$ cat config.mk
export PLATFORM = sky130hd
export DESIGN_NAME = ram_port_arbiter_d1
export DESIGN_NICKNAME = d
export VERILOG_FILES = /design/src/rtl/ram_port_arbiter_d1.sv
export SDC_FILE = /design/constraint.sdc
export NUM_CORES = 1
export LEC_CHECK = 0
export CAP_MARGIN = 5
export CORE_MARGIN = 10
export CORE_UTILIZATION = 65
export CTS_CLUSTER_SIZE = 14
export DETAILED_ROUTE_END_ITERATION = 8
export DONT_BUFFER_PORTS = 1
export HOLD_SLACK_MARGIN = 0.1
export PLACE_DENSITY = 0.87
export SYNTH_ARGS = -nofsm -noshare
export SYNTH_HDL_FRONTEND = slang
export SYNTH_SLANG_ARGS = --single-unit
export TNS_END_PERCENT = 10
$ cat constraint.sdc
create_clock -name clock -period 1.9 [get_ports clock]
set_input_delay 0 -clock clock [delete_from_list [all_inputs] [get_ports clock]]
set_output_delay 0 -clock clock [all_outputs]
set_load 0.01 [all_outputs]
$ cat src/rtl/ram_port_arbiter_d1.sv
// ram_port_arbiter_d1: two-requester arbiter in front of a single-port RAM.
//   Grants at most one requester per cycle and forwards its address, data and
//   write enable to the RAM in the same cycle. A granted read returns a
//   one-cycle response in the next cycle, carrying ram_dout.
// Build option: define ARB_FIXED_PRIO_EN to make requester 0 always win
//   contention. The default build uses round-robin on a last_grant register.
// Ports:
//   clock, reset              rising-edge clock, synchronous active-high reset
//   reqN_valid/we/addr/din    request from requester N (N = 0, 1)
//   reqN_ready                combinational grant for requester N
//   rspN_valid/rspN_data      read response for requester N
//   ram_addr/ram_din/ram_we   RAM command, valid in the grant cycle
//   ram_dout                  RAM read data (registered-address RAM)
module ram_port_arbiter_d1 #(
  parameter int unsigned AWIDTH = 3,
  parameter int unsigned DWIDTH = 32
) (
  input  logic              clock,
  input  logic              reset,
  input  logic              req0_valid,
  input  logic              req0_we,
  input  logic [AWIDTH-1:0] req0_addr,
  input  logic [DWIDTH-1:0] req0_din,
  output logic              req0_ready,
  output logic              rsp0_valid,
  output logic [DWIDTH-1:0] rsp0_data,
  input  logic              req1_valid,
  input  logic              req1_we,
  input  logic [AWIDTH-1:0] req1_addr,
  input  logic [DWIDTH-1:0] req1_din,
  output logic              req1_ready,
  output logic              rsp1_valid,
  output logic [DWIDTH-1:0] rsp1_data,
  output logic [AWIDTH-1:0] ram_addr,
  output logic [DWIDTH-1:0] ram_din,
  output logic              ram_we,
  input  logic [DWIDTH-1:0] ram_dout
);

  logic              grant0, grant1;
  logic [AWIDTH-1:0] addr_hold_q, addr_hold_d;
  logic [DWIDTH-1:0] din_hold_q, din_hold_d;
  logic [1:0]        rsp_valid_q, rsp_valid_d;

`ifndef ARB_FIXED_PRIO_EN
  logic last_grant_q, last_grant_d;
`endif

  // Grant selection; nothing is granted while reset is high.
  always_comb begin
    grant0 = 1'b0;
    grant1 = 1'b0;
    if (!reset) begin
      if (req0_valid && !req1_valid) begin
        grant0 = 1'b1;
      end else if (!req0_valid && req1_valid) begin
        grant1 = 1'b1;
      end else if (req0_valid && req1_valid) begin
`ifdef ARB_FIXED_PRIO_EN
        grant0 = 1'b1;
`else
        // Contention: the requester that did not win last time goes next.
        if (last_grant_q) grant0 = 1'b1;
        else              grant1 = 1'b1;
`endif
      end
    end
  end

  assign req0_ready = grant0;
  assign req1_ready = grant1;

  // RAM command: granted request this cycle, otherwise the last driven values.
  always_comb begin
    addr_hold_d = addr_hold_q;
    din_hold_d  = din_hold_q;
    ram_we      = 1'b0;
    if (grant0) begin
      addr_hold_d = req0_addr;
      din_hold_d  = req0_din;
      ram_we      = req0_we;
    end else if (grant1) begin
      addr_hold_d = req1_addr;
      din_hold_d  = req1_din;
      ram_we      = req1_we;
    end
  end

  // The hold registers clear on the reset edge; force zero during the first
  // reset cycle as well.
  assign ram_addr = reset ? '0 : addr_hold_d;
  assign ram_din  = reset ? '0 : din_hold_d;

  // A granted read answers in the following cycle, when ram_dout is valid.
  assign rsp_valid_d = {grant1 & ~req1_we, grant0 & ~req0_we};

`ifndef ARB_FIXED_PRIO_EN
  assign last_grant_d = grant1 ? 1'b1 : (grant0 ? 1'b0 : last_grant_q);
`endif

  always_ff @(posedge clock) begin
    if (reset) begin
      addr_hold_q  <= '0;
      din_hold_q   <= '0;
      rsp_valid_q  <= 2'b00;
`ifndef ARB_FIXED_PRIO_EN
      last_grant_q <= 1'b1;
`endif
    end else begin
      addr_hold_q  <= addr_hold_d;
      din_hold_q   <= din_hold_d;
      rsp_valid_q  <= rsp_valid_d;
`ifndef ARB_FIXED_PRIO_EN
      last_grant_q <= last_grant_d;
`endif
    end
  end

  // Reset in the response cycle suppresses a pending response immediately.
  assign rsp0_valid = rsp_valid_q[0] & ~reset;
  assign rsp1_valid = rsp_valid_q[1] & ~reset;
  assign rsp0_data  = ram_dout;
  assign rsp1_data  = ram_dout;

endmodule

==> results of run 1 <==
Yosys cell counts:
library cell,instances
buf_6,5
a21oi_1,2
nand2_2,1
mux2_2,2
inv_1,1
nor2_1,37
nand2b_2,1
nor2b_1,2
buf_4,64
nand2_1,3
clkbuf_1,10
nor3_1,2
nand3_1,2
nor3b_1,35
buf_2,6
o221a_1,33
buf_12,3
o221a_2,2
mux2_4,33
dfxtp_1,38
cell families after synthesis:
kind of cell	share of synthesized area, %
buf+inv	23.8
compound gates	14.4
simple gates	16.4
mux	18.4
flops	27.1
per-stage QoR:
step | hold WS, ns | area (µm²) | util (%) | instances | worst slack [ns]
3_5_place_dp | 0.000101 | 2510 | 61.5 | 283 | 0.519
2_1_floorplan | 0.0768 | 2810 | - | 282 | 0.765
3_3_place_gp | 0.000101 | 2510 | 61.5 | 283 | 0.564
==> key figures, run 1 <==
Clock network
  • Number of CTS-inserted buffers: 5
  • # Post-CTS Setup Buffers: 0
  • Clk root buf: clkbuf_8
  • CTS max path bufs: 2
  • H-tree Lvls: 2
  • Clock Sinks: 38
  • Post-CTS Hold Fix Bufs: a little over 100
  • Resize count post-CTS: 0

Logic synthesis
  • Synthesis warning total: 0
  • Post-synth top area share: 27.1%
  • Largest cells by area after synthesis: dfxtp_1, mux2_4, buf_4
  • Syn nets: between 300 and 400
  • Dominant cell type by area after synthesis: dfxtp_1
  • Mapped Avg Cell Area: 9.97 µm²
  • Yosys reg bits: 38
  • Mapped Area: 2810 µm²
  • Seq/Total Area, Yosys: 27.1%
  • Netlist cell types: 20
  • Cells after synthesis: 282

Die
  • Starting Density: 68.8%
  • Row cnt: 23
  • Die Y: 85.8 µm
  • Die X: around 86 µm
  • IO Count: 212

Placement
  • Buffers on Ports: 0
  • DP HPWL: 5210 µm
  • Global placement routability congestion: between 0.7 and 0.8

Outcome
  • Status: stopped before the end
  • Stop Error: [ERROR RSZ-0060] Max buffer count reached.
  • Stage reached: clock tree synthesis
==> inputs of run 2 (changes only) <==
- CORE_UTILIZATION: 65 -> 40
- CTS_CLUSTER_SIZE: 14 -> not set
- HOLD_SLACK_MARGIN: 0.1 -> not set
- PLACE_DENSITY: 0.87 -> not set
- PLACE_DENSITY_LB_ADDON: not set -> 0.15
==> run 2 against run 1 <==
Compared with the run above: the run now ends clean; synthesized cell count unchanged; synthesized area unchanged.
==> key figures, run 2 <==
Outcome
  • Status: finished clean

Global route
  • Pin count of the biggest net entering global routing: 74
  • GRT Residual Overflow: 0
  • Number of global-route vias before repair: 2078
  • Initial antenna violation count: 0
  • Gr usage total: 13.7%
  • Global-route wire length before repair: 12000 µm

Hold path
  • Hold EP: rsp1_data[3]
  • HP Start: ram_dout[3]
  • Worst hold stages: 0
  • Hold Path Class: in -> out

Logic synthesis
  • Largest cells by area after synthesis: dfxtp_1, mux2_4, buf_4
  • Cells after synthesis: 282
  • Dominant cell type by area after synthesis: dfxtp_1
  • EDFF count, synth: 0
  • Ys async rst share: 0%
  • Netlist cell types: 20
  • Synth Flop Type: dfxtp_1
  • Synthesis warning total: 0
  • Post-synth top area share: 27.1%
  • Yosys reg bits: 38
  • Seq/Total Area, Yosys: approximately 27%
  • Mapped Area: 2810 µm²
  • Count leader, synth: buf_4
  • Mapped Avg Cell Area: 9.97 µm²
  • Synth top cells by count: buf_4, dfxtp_1, nor2_1, nor3b_1
  • Syn nets: 390

Worst setup path
  • Worst setup SP type: flop
  • Crit-path cells: nand2b_2 -> nand2_2 -> buf_4 -> o221a_1 -> dlygate4sd3_1
  • Worst EP arrival: about 2 ns
  • Reg2Reg Capture Point: din_hold_q[22]
  • Reg2reg path depth: 5
  • Setup slack, reg-to-reg: 0.18 ns
  • Crit path required time: 2.13 ns
  • Slowest stage cell, crit path: dlygate4sd3_1
  • WS Path Type: reg -> reg
  • RR Startpoint: last_grant_q
  • Crit-path max FO: 24
  • CP max stage delay: 0.54 ns
  • Worst Setup End Kind: flop

Final layout
  • Largest regs: din_hold_q: 32 flops, addr_hold_q: 3 flops, rsp_valid_q: 2 flops
  • Most frequent cells in the layout: dlygate4sd3_1, buf_4, dfxtp_1, nor2_1, nor3b_1
  • Layout cells sized above 1: 30.4%
  • Layout area overhead: 9.70%
  • Most flops, register: din_hold_q
  • Antenna Cells: 0
  • Final #Nets: 391
  • Util after Layout: a little under half
  • Max FFs per register: 32
  • Fill cell count: 664

Clock network
  • # Post-CTS Setup Buffers: 0
  • CTS max path bufs: 2
  • Clock-pin slew on the worst setup and hold paths: roughly 0.080 ns
  • H-tree Lvls: 2
  • Resize count post-CTS: 0
  • Number of CTS-inserted buffers: 5
  • Clk root buf: clkbuf_8
  • CTS tree: yes
  • Latest clock arrival within the worst-skew pair: 0.29 ns
  • Clock Sinks: 38

Detailed routing
  • Routed len/inst: between 20 and 25 µm
  • Routed Antenna Nets: 0
  • Iter 0 DRT Violations: 59
  • WL final: 7770 µm
  • Pre-antenna DRT Iters: 4
  • Via count: ~2000
  • Avg Vias per Cell: 5.22
  • Residual DRC count: 0

Timing
  • Final slew viol count: 0
  • Final min period: 1.72 ns
  • Hold slack: 0.00000490 ns
  • Slew HR: 78.8%
  • RSZ-0062 raised after global routing: no
  • Peak Freq: 582 MHz
  • Hold Vio Cnt, Final: 0
  • Setup Total Neg Slack: 0 ns
  • Clock skew: 0.00891 ns
  • Final setup violation count: 0
  • Fin crit share: 90.4%
  • Worst slew pin tran: 0.318 ns

Die
  • Row cnt: 30
  • Area of the core: 6790 µm²
  • Die Y: 104 µm
  • Die X: 104 µm
  • Die area: 10800 µm²
  • IO Count: 212
  • Starting Density: between 40% and 50%

Pwr
  • Power per cell area: between 600 and 700 nW/µm²
  • Gate power share: 27.8%
  • Switching Fraction: 26.2%
  • Pint: 1450 µW
  • Tot Pwr: 1960 µW
  • Maximum vdd drop: 0.316 mV
  • Sequential power share: 44.9%
  • P_leak: 0.00126 µW
  • Switch Pwr: between 500 and 600 µW
  • Clock power share: 27.3%

Run
  • Max-cap check violation count: 0

Placement
  • Buffers on Ports: 0
  • Global placement routability congestion: 0.692
  • DP HPWL: around 5000 µm
==> run 2: cell counts after synthesis <==
Identical to the previous run, type by type.
==> run 2: what timing repair did <==
item | 4_1_cts | 5_1_grt
setup endpoints to repair | 0 | 1
hold buffers | 43 | 0
endpoints found under the hold margin | 38 | 0
==> run 2: how the worst max path moves through the flow <==
stage,to,from,depth (start not counted),slack (ns)
floorplan,din_hold_q[10],last_grant_q,5,0.76
global placement,ram_din[1],last_grant_q,5,0.64
detailed placement,ram_din[1],last_grant_q,5,0.60
CTS,last_grant_q,last_grant_q,5,0.03
global route,din_hold_q[22],last_grant_q,5,0.09
finish,din_hold_q[22],last_grant_q,5,0.18
==> run 2: stage by stage <==
step                      cells  setup slack, ns  area (µm²)
after floorplan             282            0.765        2810
after global placement      330            0.639        2570
after detailed placement    330            0.603        2570
after CTS                   380           0.0291        3090
after global routing        379           0.0915        3080
final                       379            0.182        3080
==> run 2: critical path, delay by kind of cell (launching register included) <==
family / cells / cell delay, ns
simple gates: 2 / 0.28
compound gates: 1 / 0.24
flops: 1 / 0.32
buf+inv: 2 / 0.83
==> run 2: layout make-up <==
type / instances / area [µm²] / share of cell area, %
timing repair buffer: 82 / 741 / 24.0
clock buffer: 7 / 76.3 / 2.47
multi-input combinational: 155 / 1380 / 44.8
tap: 96 / 120 / 3.89
sequential: 38 / 761 / 24.7
inverter: 1 / 3.75 / 0.122
==> run 2: cells by family (layout without fill, tap and decap cells) <==
group / after synthesis / after routing / share of synthesized area (%)
flip-flops: 38 / 38 / 27.1
AND/OR/NAND/NOR: 83 / 83 / 16.4
buffers and inverters: 89 / 90 / 23.8
AO/OA/AOI/OAI: 37 / 37 / 14.4
multiplexers: 35 / 35 / 18.4
==> run 2: power by group through the flow <==
stage / Clock, µW / Sequential (µW) / Combinational (µW)
4_1_cts: 568 / 881 / 555
2_1_floorplan: 0 / 892 / 517
3_5_place_dp: 0 / 897 / 447
5_1_grt: 600 / 887 / 590
3_3_place_gp: 0 / 899 / 444
6_report: 535 / 881 / 545
==> run 2: per-layer routing <==
| metal | GRT usage, % | vias to the layer above | share of wire (%) |
|---|---|---|---|
| li1 | - | 947 | - |
| met1 | 16.3 | 915 | 42 |
| met2 | 20.6 | 89 | 46 |
| met3 | 6.32 | 26 | 10 |
| met4 | 5.77 | 0 | 1.9 |
| met5 | 0 | - | 0 |
Note: power is estimated with default switching activity, not from simulation.
